==> config.mk <==
export PLATFORM = sky130hd
export DESIGN_NAME = aurora_tx_frame_gen
export DESIGN_NICKNAME = d
export VERILOG_FILES = /design/src/rtl/aurora_tx_pkg.sv /design/src/rtl/axis_out_reg.sv /design/src/rtl/aurora_tx_frame_gen.sv
export SDC_FILE = /design/constraint.sdc
export NUM_CORES = 1
export LEC_CHECK = 0
export CAP_MARGIN = 10
export CORE_MARGIN = 2
export CORE_UTILIZATION = 37
export DETAILED_ROUTE_END_ITERATION = 10
export GPL_TIMING_DRIVEN = 0
export SYNTH_ARGS = -nofsm -noshare
export SYNTH_HDL_FRONTEND = slang
export SYNTH_SLANG_ARGS = --single-unit
==> constraint.sdc <==
create_clock -name SysClk -period 4 [get_ports SysClk]
set_clock_uncertainty 0.2 [all_clocks]
set_input_delay 0.6 -clock SysClk [delete_from_list [all_inputs] [get_ports SysClk]]
set_output_delay 0.6 -clock SysClk [all_outputs]
set_load 0.05 [all_outputs]
==> src/rtl/aurora_tx_pkg.sv <==
// Shared types, constants and beat-packing helpers for the Aurora TX test-frame generator.
package aurora_tx_pkg;

    localparam int DATA_W = 64;
    localparam int KEEP_W = DATA_W / 8;
    localparam int LEN_W  = 16;
    localparam int GAP_W  = 8;

    localparam logic [15:0] MAGIC = 16'hA55A;

    typedef enum logic [2:0] {
        IDLE,
        HDR,
        PAY,
        TAIL,
        GAP
    } state_t;

    function automatic logic [DATA_W-1:0] pack_header(
        input logic [15:0] magic,
        input logic [15:0] len,
        input logic [31:0] seq
    );
        return {magic, len, seq};
    endfunction

    function automatic logic [DATA_W-1:0] pack_payload(
        input logic [31:0] seq,
        input logic [31:0] idx
    );
        return {seq, idx};
    endfunction

endpackage

==> src/rtl/axis_out_reg.sv <==
// Single-beat registered AXI-stream output stage: a loaded beat holds until accepted,
// and a flush drops it without transferring.
module axis_out_reg #(
    parameter int DATA_W = 64
) (
    input  logic              i_clk,
    input  logic              i_rst_n,
    input  logic              i_flush,
    input  logic              i_load,
    input  logic [DATA_W-1:0] i_data,
    input  logic              i_last,
    input  logic              i_ready,
    output logic [DATA_W-1:0] o_data,
    output logic              o_last,
    output logic              o_valid
);

    logic [DATA_W-1:0] r_data;
    logic              r_last;
    logic              r_valid;

    // NOTE: sequential state uses non-blocking assignments so every register samples
    // pre-edge values regardless of statement order.
    always_ff @(posedge i_clk or negedge i_rst_n) begin
        if (!i_rst_n) begin
            r_data  <= '0;
            r_last  <= 1'b0;
            r_valid <= 1'b0;
        end else if (i_flush) begin
            r_data  <= '0;
            r_last  <= 1'b0;
            r_valid <= 1'b0;
        end else if (i_load) begin
            r_data  <= i_data;
            r_last  <= i_last;
            r_valid <= 1'b1;
        end else if (r_valid && i_ready) begin
            r_valid <= 1'b0;
        end
    end

    assign o_data  = r_data;
    assign o_last  = r_last;
    assign o_valid = r_valid;

endmodule

==> src/rtl/aurora_tx_frame_gen.sv <==
// Link-test traffic source for the Aurora 64B/66B user TX port: header, incrementing
// payload and XOR checksum tail, sent only while the channel is up.
module aurora_tx_frame_gen
    import aurora_tx_pkg::*;
(
    input  logic              SysClk,
    input  logic              Rst_n,
    input  logic              Channel_Up,
    input  logic              Enable,
    input  logic [LEN_W-1:0]  Frame_Len,
    input  logic [GAP_W-1:0]  Gap_Cycles,
    output logic [DATA_W-1:0] M_Axis_Tdata,
    output logic [KEEP_W-1:0] M_Axis_Tkeep,
    output logic              M_Axis_Tlast,
    output logic              M_Axis_Tvalid,
    input  logic              M_Axis_Tready,
    output logic [31:0]       Frame_Cnt,
    output logic              Frame_Done,
    output logic              Frame_Abort,
    output logic              Busy
);

    localparam logic [LEN_W-1:0] LEN_ONE = LEN_W'(1);
    localparam logic [GAP_W-1:0] GAP_ONE = GAP_W'(1);

    state_t            r_state;
    logic [LEN_W-1:0]  r_len;
    logic [GAP_W-1:0]  r_gap;
    logic [GAP_W-1:0]  r_gap_cnt;
    logic [LEN_W-1:0]  r_idx;
    logic [31:0]       r_seq;
    logic [DATA_W-1:0] r_csum;
    logic [31:0]       r_frame_cnt;
    logic              r_done;
    logic              r_abort;

    state_t            w_state_nxt;
    logic [LEN_W-1:0]  w_len_nxt;
    logic [GAP_W-1:0]  w_gap_nxt;
    logic [GAP_W-1:0]  w_gap_cnt_nxt;
    logic [LEN_W-1:0]  w_idx_nxt;
    logic [31:0]       w_seq_nxt;
    logic [DATA_W-1:0] w_csum_nxt;
    logic [31:0]       w_cnt_nxt;
    logic              w_done_nxt;
    logic              w_abort_nxt;
    logic              w_load;
    logic              w_flush;
    logic [DATA_W-1:0] w_beat_data;
    logic              w_beat_last;

    logic              w_go;
    logic              w_accept;
    logic              w_tvalid;
    logic              w_in_frame;
    logic [LEN_W-1:0]  w_len_in;
    logic [31:0]       w_seq_inc;
    logic [DATA_W-1:0] w_pay_word;

    assign w_go       = Enable && Channel_Up;
    assign w_accept   = w_tvalid && M_Axis_Tready;
    assign w_in_frame = (r_state == HDR) || (r_state == PAY) || (r_state == TAIL);
    assign w_len_in   = (Frame_Len == '0) ? LEN_ONE : Frame_Len;
    assign w_seq_inc  = r_seq + 32'd1;
    assign w_pay_word = pack_payload(r_seq, {{(32-LEN_W){1'b0}}, r_idx});

    // NOTE: every signal driven here gets a default first, so no path can infer a latch.
    always_comb begin
        w_state_nxt   = r_state;
        w_len_nxt     = r_len;
        w_gap_nxt     = r_gap;
        w_gap_cnt_nxt = r_gap_cnt;
        w_idx_nxt     = r_idx;
        w_seq_nxt     = r_seq;
        w_csum_nxt    = r_csum;
        w_cnt_nxt     = r_frame_cnt;
        w_done_nxt    = 1'b0;
        w_abort_nxt   = 1'b0;
        w_load        = 1'b0;
        w_flush       = 1'b0;
        w_beat_data   = '0;
        w_beat_last   = 1'b0;

        if (w_in_frame && !Channel_Up) begin
            // Losing the channel drops the pending beat; seq is kept so the frame is resent.
            w_flush     = 1'b1;
            w_abort_nxt = 1'b1;
            w_state_nxt = IDLE;
        end else begin
            case (r_state)
                IDLE: begin
                    if (w_go) begin
                        w_len_nxt   = w_len_in;
                        w_gap_nxt   = Gap_Cycles;
                        w_load      = 1'b1;
                        w_beat_data = pack_header(MAGIC, w_len_in, r_seq);
                        w_state_nxt = HDR;
                    end
                end
                HDR: begin
                    if (w_accept) begin
                        w_csum_nxt  = pack_header(MAGIC, r_len, r_seq);
                        w_idx_nxt   = '0;
                        w_load      = 1'b1;
                        w_beat_data = pack_payload(r_seq, 32'd0);
                        w_state_nxt = PAY;
                    end
                end
                PAY: begin
                    if (w_accept) begin
                        w_csum_nxt = r_csum ^ w_pay_word;
                        w_load     = 1'b1;
                        if (r_idx == r_len - LEN_ONE) begin
                            w_beat_data = r_csum ^ w_pay_word;
                            w_beat_last = 1'b1;
                            w_state_nxt = TAIL;
                        end else begin
                            w_idx_nxt   = r_idx + LEN_ONE;
                            w_beat_data = pack_payload(r_seq, {{(32-LEN_W){1'b0}}, r_idx + LEN_ONE});
                        end
                    end
                end
                TAIL: begin
                    if (w_accept) begin
                        w_done_nxt = 1'b1;
                        w_cnt_nxt  = r_frame_cnt + 32'd1;
                        w_seq_nxt  = w_seq_inc;
                        if (r_gap == '0 && w_go) begin
                            w_len_nxt   = w_len_in;
                            w_gap_nxt   = Gap_Cycles;
                            w_load      = 1'b1;
                            w_beat_data = pack_header(MAGIC, w_len_in, w_seq_inc);
                            w_state_nxt = HDR;
                        end else if (r_gap == '0) begin
                            w_state_nxt = IDLE;
                        end else begin
                            w_gap_cnt_nxt = r_gap;
                            w_state_nxt   = GAP;
                        end
                    end
                end
                GAP: begin
                    if (!Channel_Up) begin
                        w_state_nxt = IDLE;
                    end else if (r_gap_cnt == GAP_ONE) begin
                        if (w_go) begin
                            w_len_nxt   = w_len_in;
                            w_gap_nxt   = Gap_Cycles;
                            w_load      = 1'b1;
                            w_beat_data = pack_header(MAGIC, w_len_in, r_seq);
                            w_state_nxt = HDR;
                        end else begin
                            w_state_nxt = IDLE;
                        end
                    end else begin
                        w_gap_cnt_nxt = r_gap_cnt - GAP_ONE;
                    end
                end
                default: w_state_nxt = IDLE;
            endcase
        end
    end

    always_ff @(posedge SysClk or negedge Rst_n) begin
        if (!Rst_n) begin
            r_state     <= IDLE;
            r_len       <= '0;
            r_gap       <= '0;
            r_gap_cnt   <= '0;
            r_idx       <= '0;
            r_seq       <= '0;
            r_csum      <= '0;
            r_frame_cnt <= '0;
            r_done      <= 1'b0;
            r_abort     <= 1'b0;
        end else begin
            r_state     <= w_state_nxt;
            r_len       <= w_len_nxt;
            r_gap       <= w_gap_nxt;
            r_gap_cnt   <= w_gap_cnt_nxt;
            r_idx       <= w_idx_nxt;
            r_seq       <= w_seq_nxt;
            r_csum      <= w_csum_nxt;
            r_frame_cnt <= w_cnt_nxt;
            r_done      <= w_done_nxt;
            r_abort     <= w_abort_nxt;
        end
    end

    axis_out_reg #(
        .DATA_W (DATA_W)
    ) u_out (
        .i_clk   (SysClk),
        .i_rst_n (Rst_n),
        .i_flush (w_flush),
        .i_load  (w_load),
        .i_data  (w_beat_data),
        .i_last  (w_beat_last),
        .i_ready (M_Axis_Tready),
        .o_data  (M_Axis_Tdata),
        .o_last  (M_Axis_Tlast),
        .o_valid (w_tvalid)
    );

    assign M_Axis_Tvalid = w_tvalid;
    assign M_Axis_Tkeep  = {KEEP_W{w_tvalid}};
    assign Frame_Cnt     = r_frame_cnt;
    assign Frame_Done    = r_done;
    assign Frame_Abort   = r_abort;
    assign Busy          = (r_state != IDLE);

endmodule

Word level (Yosys, flattened, before mapping)

Cells that the tools add are included.
Widths: inputs -> output; s select.

Flip-flop bits (word level): 247
Output and inout port bits: 109
Input bits: 29
Logic and storage cells: 135

Eq/ne operators: 22
$add $sub $neg: 5
Reductions and logical operators: 23
Bitwise operators: 2
Multiplexer cells: 70

Operators with widths:

| kind                  | count |
|---|---|
| $mux 64               | 13 |
| $pmux 64 s5           | 1 |
| $mux 16               | 9 |
| $pmux 64 s2           | 1 |
| $mux 8                | 10 |
| $add 32x1->32 const B | 2 |
| $xor 64x64->64        | 1 |
| $pmux 16 s3           | 1 |
| $pmux 16 s2           | 1 |
| $mux 3                | 10 |
| $pmux 8 s3            | 1 |
| $mux 1                | 20 |
| $ne 2x2->1 const B    | 9 |
| $add 16x1->16 const B | 1 |
| $eq 16x16->1          | 1 |
| $logic_not 16->1      | 1 |
| $pmux 8 s2            | 1 |
| $sub 16x1->16 const B | 1 |
| $pmux 3 s5            | 1 |
| $reduce_and 6->1      | 2 |
| $ne 3x2->1 const B    | 3 |
| $reduce_bool 3->1     | 3 |
| $eq 8x1->1 const B    | 1 |
| $logic_not 8->1       | 1 |
| 20 further kinds      | 27 |

Depth between registers and ports, before layout

Gate-level depths: netlist of run 1.

Depth in word-level cells: 9
Depth in mapped cells: 14
Gate-level depth less buffers: 10

By module

Synthesis of run 1 repeated with hierarchy kept, for this count alone.

Cells, all modules: 1733
Area total of the unflattened synthesis: 14337.5 µm²

By module, submodules not included:

| module              | area an instance (µm²) | cells an instance | times used | sequential area each (µm²) |
|---|---|---|---|---|
| aurora_tx_frame_gen | 11621.1                | 1519              | 1          | 4529.3 |
| axis_out_reg        | 2716.4                 | 214               | 1          | 1651.6 |

Worst setup path after synthesis of run 1

Ideal clock, no wire load.

Path kind: register -> register
Start: register r_len[0]
End: register r_state[0]
Arrival: 2.776 ns
Setup slack: 0.899 ns
Path buffers: 3
Stages on the path, launching flop included: 14
Data required time: 3.675 ns
Library setup time: 0.125 ns
Clock period less this slack: 3.101 ns
Cells stage by stage: dfrtp_1 -> clkbuf_1 -> inv_1 -> ha_1 -> nor4b_4 -> and2_1 -> o311ai_1 -> a2111oi_0 -> o2111a_1 -> buf_6 -> buf_8 -> nor2_1 -> nor2_1 -> mux2_2

Longest elaborated chain between the ends: 4

RTL lines:

| item                              | RTL line                   | source |
|---|---|---|
| from (decl)                       | aurora_tx_frame_gen.sv:27  | `logic [LEN_W-1:0] r_len;` |
| from (signal assigned)            | aurora_tx_frame_gen.sv:178 | `r_len <= w_len_nxt;` |
| $sub 16x1->16                     | aurora_tx_frame_gen.sv:113 | `if (r_idx == r_len - LEN_ONE) begin` |
| $eq 16x16->1                      | aurora_tx_frame_gen.sv:113 |  |
| $ne 3x1->1 (no source line)       | n/a                        |  |
| $reduce_and 6->1 (no source line) | n/a                        |  |
| to (signal assigned)              | aurora_tx_frame_gen.sv:177 | `r_state <= w_state_nxt;` |
| to (decl)                         | aurora_tx_frame_gen.sv:26  | `state_t r_state;` |

No other way between the ends.
A chain may end at the register's enable or synchronous reset.

Worst setup path in the final report of run 1

Start: register r_len[0]
End: register u_out.r_data[9] (netlist: u_out.o_data[9])

Longest elaborated chain between the ends: 8

RTL lines:

| item                 | RTL line                   | source |
|---|---|---|
| $sub 16x1->16        | aurora_tx_frame_gen.sv:113 |  |
| $eq 16x16->1         | aurora_tx_frame_gen.sv:113 |  |
| $mux 64              | aurora_tx_frame_gen.sv:113 |  |
| $mux 64              | aurora_tx_frame_gen.sv:110 | `if (w_accept) begin` |
| $pmux 64 s5          | aurora_tx_frame_gen.sv:90  | `case (r_state)` |
| $mux 64              | aurora_tx_frame_gen.sv:84  | `if (w_in_frame && !Channel_Up) begin` |
| $mux 64              | axis_out_reg.sv:33         | `end else if (i_load) begin` |
| $mux 64              | axis_out_reg.sv:29         | `end else if (i_flush) begin` |
| to (signal assigned) | axis_out_reg.sv:34         | `r_data <= i_data;` |
| to (decl)            | axis_out_reg.sv:18         | `logic [DATA_W-1:0] r_data;` |

No other way between the ends. The select of a mux whose other input is x is not followed.

==> results.md, run 1 <==
* Area Growth Syn to Fin at 22.2%
* CTS buffer count at 28
* Vias at between 10k and 15k
* Crit path launch type: register
* Die ar. at 37900 um^2
* Maximum root-to-sink buffer count at 3
* Synth Register Bits at 247
* Final core occ at 46.1%
* Synth unique cells at 65
* Final setup viols at 0
* Warnings, synthesis at 0
* Maximum VDD drop at 0.411 mV
* Flop pwr share at a little under two fifths
* H-tree levels at 1
* R2r setup slk at ~0.26 ns
* Final worst slack at between 0.2 and 0.3 ns
* Drt pass-1 iters at 6
* Worst skew pair latency at 0.57 ns
* Syn_nets at 1577
* Cells taking the most area after synthesis: dfrtp_1, nand2_1, o21ai_0
* Synth Area per Inst at 8.72 um^2
* Routed len/inst at 19.7 um
* Ys flop type: dfrtp_1
* Leakage Power at 6.91 nW
* Total track usage at a little under a quarter
* Layout cells sized above 1 at under 10%
* CP Max Fanout at 10
* Yosys top cell by area: dfrtp_1
* Logic pwr share at 31.5%
* Dpl ws at -0.199 ns
* Count leader, synth: dfrtp_1
* Final Max Slew Viols at 0
* Worst Hold End: Frame_Cnt[31]$_DFFE_PN0P_
* WS Path Type: register to register
* Post-synth top area share at 46.0%
* Core outline area at approximately 36000 um^2
* CP endpoint kind: register
* FMAX at 267 MHz
* Pwr dens at 520 nW/um^2
* DRC violations left at 0
* Async S/R FF share, synth at 100%
* Total power at 8.54 mW
* Int Power at about 5.3 mW
* Switching share of power at 37.4%
* Slew at the pin with the worst max-slew slack at 1.05 ns
* Dpl cells at 2142
* Die Height at 195 um
* Clk sinks at roughly 250
* Iter 0 DRT Violations at about 1.2k
* Top cells by count, synth: dfrtp_1, nand2_1, o21ai_0, nor2_1, clkbuf_1
* Min Tclk post-route at 3.74 ns
* Crit Reg-Reg Startpoint: r_len[0]$_DFFE_PN0P_
* Final GP Congestion at a little under 0.9
* Critical Path RT at 4.19 ns
* # rows at 69
* Initial antenna violation count at 0
* Seq/Total Area, Yosys at between 40% and 50%
* Hold Vio Cnt, Final at 0
* Initial core utilization at between 30% and 40%
* Max cap viols at 0
* Nets at approximately 1.8k
* Largest net degree at the start of global routing at just under 100
* Die Span X at 195 um
* CP Data Arrival Time at 3.94 ns
* Drt total wl at 43400 um
* FF-to-FF End: u_out.o_data[9]$_DFFE_PN0P_
* CTS root buffer: clkbuf_16
* Vias per inst at 5.62
* Top-Level Pins at 138
* P_sw at 3.19 mW
* Hold Startpoint: Frame_Cnt[31]$_DFFE_PN0P_
* Status: finished, final reports clean
* Clk pwr share at 30.3%
* Post-route ant nets at 0
* Hold Path Stages at 1
* Clk pin slew, worst setup/hold paths at roughly 0.060 ns
* Number of port buffers at 137
* # diodes at 0
* Congestion Overflow GR at 0
* HPWL Detailed at 31200 um
* Rel. slew slack at between 20% and 30%
* TritonCTS clock tree: built
* Hold crit path type: register to register
* Post-synthesis cell count at approximately 1.5k
* Netlist Area Pre-Place at 13400 um^2
* Vias in the first global route at 12.0k
* First-pass GRT wire length at 68000 um
* Post-route clock period utilization at 93.6%
* Post-synth EDFFs at 0
* Post-Layout Cell Count at 2197
* Reg2Reg Depth at 13
sequential cells by signal (all words and copies together), names as in the netlist, 3 cells and up:
register / count
Frame_Cnt: 32
r_csum: 64
r_gap: 8
r_gap_cnt: 8
r_idx: 16
r_len: 16
r_seq: 32
r_state: 3
u_out.o_data: 64
critical path: stages (launching register included):
cell       delay, ns
dfrtp_1         0.37
clkbuf_1        0.25
inv_1           0.11
ha_1            0.24
nor4b_4         0.40
and2_1          0.22
o311ai_1        0.09
a2111oi_1       0.49
o2111a_1        0.28
buf_6           0.16
buf_8           0.17
mux2i_1         0.22
xor2_1          0.24
o21ai_1         0.12
power by group through the flow:
stage               combinational (mW)  sequential (mW)  clock, mW
global placement                  2.59             3.29          0
global route                      2.93             3.31       2.74
CTS                               2.65             3.25       2.64
floorplan                         1.55             3.44          0
detailed placement                2.64             3.29          0
finish                            2.69             3.26       2.59
layer usage:
| layer | global-route usage, % | share of wire [%] |
|---|---|---|
| met2 | 37.3 | 47 |
| met5 | 0 | 0 |
| met1 | 30.5 | 44 |
| met3 | 3.59 | 6.3 |
| met4 | 7.15 | 3.1 |
final cells by class:
cell class / count / area, um^2
repair buffers: 143 / 1460
plain buffers: 142 / 643
flip-flops and latches: 247 / 6180
inverters: 22 / 82.6
clock buffers: 45 / 855
multi-input cells: 1131 / 6550
clock inverters: 6 / 66.3
fillers: 3524 / 19200
well taps: 461 / 577
worst max-delay path by stage:
stage                         startpoint                            to  slack (ns)  cells past startpoint
floorplan           r_len[0]$_DFFE_PN0P_        r_state[0]$_DFFE_PN0P_        0.90                     13
global placement                   Rst_n   u_out.o_data[4]$_DFFE_PN0P_       -8.94                      1
detailed placement         M_Axis_Tready  u_out.o_data[33]$_DFFE_PN0P_       -0.20                     10
CTS                 r_len[0]$_DFFE_PN0P_   u_out.o_data[4]$_DFFE_PN0P_        0.15                     13
global route        r_len[0]$_DFFE_PN0P_  u_out.o_data[10]$_DFFE_PN0P_       -0.02                     13
finish              r_len[0]$_DFFE_PN0P_   u_out.o_data[9]$_DFFE_PN0P_        0.26                     13
cells in the final DEF (no fill, tap or decap), types with 8 or more instances in the layout:
cell	count
a21oi_1	87
a221oi_1	18
a22oi_1	15
a31oi_1	27
and2_1	8
and3_1	24
buf_4	17
clkbuf_1	118
clkbuf_16	28
clkbuf_8	9
clkdlybuf4s50_1	136
dfrtp_1	247
inv_1	22
mux2_2	20
mux2i_1	15
nand2_1	231
nand2b_1	15
nand3_1	33
nand4_1	13
nor2_1	133
nor2b_1	12
nor3_1	25
nor3b_1	29
nor4_1	17
o21ai_0	172
o21ai_1	19
o221ai_1	11
o22ai_1	10
xnor2_1	52
xor2_1	67
metrics by stage:
| stage | cell area [um^2] | hold WS (ns) | TNS, ns |
|---|---|---|---|
| 2_1_floorplan | 13400 | 0.104 | 0 |
| 3_3_place_gp | 15400 | 0.258 | -2205.50 |
| 3_5_place_dp | 15500 | 0.255 | -2.90 |
| 4_1_cts | 16400 | 0.267 | 0 |
| 5_1_grt | 16400 | 0.293 | -0.0191 |
| 6_report | 16400 | 0.263 | 0 |
repair_timing:
item / in CTS / in global routing
hold buffers: 1 / 0
endpoints found under the setup margin: 0 / 43
setup buffers: 0 / 3
gates resized for setup: 0 / 5
hold endpoints to repair: 79 / 0
cells by family after synthesis:
family / after synthesis / share of synthesized area (%)
AOI/OAI and AO/OA: 410 / 18.0
xor gates and xnor gates: 119 / 7.76
adders and majority gates: 6 / 0.559
buffers and inverters: 164 / 5.39
DFF: 247 / 46.0
muxes: 35 / 2.79
and+or+nand+nor: 561 / 19.5
No activity file was read; power rests on OpenSTA's default activity.
==> inputs of run 2 (changes only) <==
==> constraint.sdc (replaced) <==
create_clock -name SysClk -period 3.8 [get_ports SysClk]
set_clock_uncertainty 0.2 [all_clocks]
set_input_delay 0.57 -clock SysClk [delete_from_list [all_inputs] [get_ports SysClk]]
set_output_delay 0.57 -clock SysClk [all_outputs]
set_load 0.05 [all_outputs]
==> results.md, run 2 (synthesis results as in run 1) <==
* Worst skew pair latency at 0.57 ns (about the same)
* Dpl cells at 2142 (unchanged)
* Hold Path Stages at 1 (unchanged)
* HPWL Detailed at 31200 um (unchanged)
* Slowest stage delay, CP at 0.52 ns (was 0.49 ns)
* CTS root buffer: clkbuf_16 (unchanged)
* Hold crit path type: register to register (unchanged)
* WS Path Type: register to register (unchanged)
* Drt total wl at 43300 um (was 43400 um)
* Max stage delay cell, worst path: dfrtp_1 (was a2111oi_1)
* H-tree levels at 1 (unchanged)
* Rel. slew slack at 30.2% (was 29.2%)
* Slew at the pin with the worst max-slew slack at 1.04 ns (was 1.05 ns)
* Crit path capture: u_out.o_data[6]$_DFFE_PN0P_ (was u_out.o_data[9]$_DFFE_PN0P_)
* R2r setup slk at 0.21 ns (was 0.26 ns)
* CP Max Fanout at 10 (unchanged)
* Pwr dens at 547 nW/um^2 (was 520 nW/um^2)
* Most frequent CP cell: inv_1
* Layout cells sized above 1 at 6.17% (was 6.05%)
* FF-to-FF End: u_out.o_data[6]$_DFFE_PN0P_ (was u_out.o_data[9]$_DFFE_PN0P_)
* Clk pin slew, worst setup/hold paths at 0.06 ns (about the same)
* Iter 0 DRT Violations at 1068 (was 1164)
* Die Height at 195 um (unchanged)
* Final setup viols at 0 (unchanged)
* Number of port buffers at 137 (unchanged)
* Vias in the first global route at 12.1k (was 12.0k)
* Critical Path RT at 4.00 ns (was 4.19 ns)
* CP cell instances: inv_1 > ha_1 > inv_1 > or3_1 > a311o_1 > a221oi_2 > o2111a_1 > buf_6 > buf_8 > mux2i_1 > xor2_1 > o21ai_1 (was clkbuf_1 > inv_1 > ha_1 > nor4b_4 > and2_1 > o311ai_1 > a2111oi_1 > o2111a_1 > buf_6 > buf_8 > mux2i_1 > xor2_1 > o21ai_1)
* CTS buffer count at 28 (unchanged)
* # diodes at 0 (unchanged)
* Leakage Power at 6.91 nW (about the same)
* Total track usage at 22.6% (about the same)
* Post-route clock period utilization at 94.4% (was 93.6%)
* Commonest non-fill, non-tap cell in the layout: dfrtp_1 (unchanged)
* Initial core utilization at 37.7% (unchanged)
* First-pass GRT wire length at 68000 um (about the same)
* Largest net degree at the start of global routing at 98 (unchanged)
* CP Data Arrival Time at 3.78 ns (was 3.94 ns)
* Final worst slack at 0.214 ns (was 0.256 ns)
* CP endpoint kind: register (unchanged)
* Vias at 12.3k (about the same)
* Nets at 1748 (was 1750)
* Maximum VDD drop at 0.428 mV (was 0.411 mV)
* Post-route ant nets at 0 (unchanged)
* Worst hold slack at 0.263 ns (about the same)
* Vias per inst at 5.59 (was 5.62)
* Die ar. at 37900 um^2 (unchanged)
* Top-Level Pins at 138 (unchanged)
* Initial antenna violation count at 0 (unchanged)
* # rows at 69 (unchanged)
* Max cap viols at 0 (unchanged)
* DRC violations left at 0 (unchanged)
* Crit Reg-Reg Startpoint: r_len[0]$_DFFE_PN0P_ (unchanged)
* Dpl ws at -0.369 ns (was -0.199 ns)
* Post-Layout Cell Count at 2195 (was 2197)
* Final Max Slew Viols at 0 (unchanged)
* Congestion Overflow GR at 0 (unchanged)
* Most frequent cells in the layout: dfrtp_1, nand2_1, o21ai_0, clkdlybuf4s50_1, nor2_1 (unchanged)
* TritonCTS clock tree: built (unchanged)
* Status: finished, final reports clean (unchanged)
* Reg2Reg Depth at 12 (was 13)
* Area Growth Syn to Fin at 22.2% (about the same)
* Hold Startpoint: Frame_Cnt[31]$_DFFE_PN0P_ (unchanged)
* Crit path from: r_len[0]$_DFFE_PN0P_ (unchanged)
* Maximum root-to-sink buffer count at 3 (unchanged)
* Min Tclk post-route at 3.59 ns (was 3.74 ns)
* Core outline area at 35700 um^2 (unchanged)
* Final GP Congestion at 0.887 (unchanged)
* Clk sinks at 247 (unchanged)
* Crit path launch type: register (unchanged)
* Die Span X at 195 um (unchanged)
* FMAX at 279 MHz (was 267 MHz)
* Drt pass-1 iters at 5 (was 6)
* Routed len/inst at 19.7 um (about the same)
* RSZ-0062 raised after global routing: no
* Hold Vio Cnt, Final at 0 (unchanged)
-- run 2: metal layers --
metal / global-route usage [%] / up-vias / share of wire [%]
met3: 3.59 / 72 / 6.1
li1: - / 5712 / -
met5: 0 / - / 0
met4: 7.38 / 0 / 3.1
met2: 37.2 / 408 / 47
met1: 30.6 / 6089 / 44
-- run 2: worst min-delay path by stage --
stage	endpoint
final	Frame_Cnt[31]$_DFFE_PN0P_
after global routing	Frame_Cnt[31]$_DFFE_PN0P_
after CTS	Frame_Cnt[31]$_DFFE_PN0P_
after detailed placement	Frame_Cnt[31]$_DFFE_PN0P_
after global placement	u_out.o_data[24]$_DFFE_PN0P_
after floorplan	Frame_Abort$_DFF_PN0_
-- run 2: what timing repair did --
action	CTS	global route
buffers inserted	2	0
endpoints found under the setup margin	10	55
gates resized for setup	2	7
endpoints found under the hold margin	79	0
hold buffers	1	0
-- run 2: stage by stage --
step	utilization (%)	total power, mW	cell area, um^2	setup TNS, ns
floorplan	-	5.26	13400	0
global placement	43.2	6.19	15400	-2255.99
detailed placement	43.3	6.25	15500	-10.14
CTS	46.0	9.01	16400	0
global route	46.0	9.44	16400	0
finish	46.0	8.98	16400	0
-- run 2: power by group --
group	switching, mW	internal [mW]
logic	1.82	0.992
registers	0.412	3.03
clock network	1.13	1.60
total	3.36	5.62
-- run 2: cell type report --
| type | instances | area, um^2 |
|---|---|---|
| Clock inverter | 6 | 66.3 |
| Buffer | 141 | 642 |
| Inverter | 22 | 82.6 |
| Tap cell | 461 | 577 |
| Sequential cell | 247 | 6180 |
| Timing Repair Buffer | 142 | 1460 |
| Multi-Input combinational cell | 1131 | 6560 |
| Clock buffer | 45 | 855 |
| Fill cell | 3524 | 19200 |
-- run 2: critical path, delay by kind of cell, from the launching register on --
family,cells,cell delay (ns)
compound gates,4,1.07
buf+inv,4,0.53
flops,1,0.52
simple gates,1,0.37
xor+xnor,1,0.25
fa+ha+maj,1,0.24
mux,1,0.23
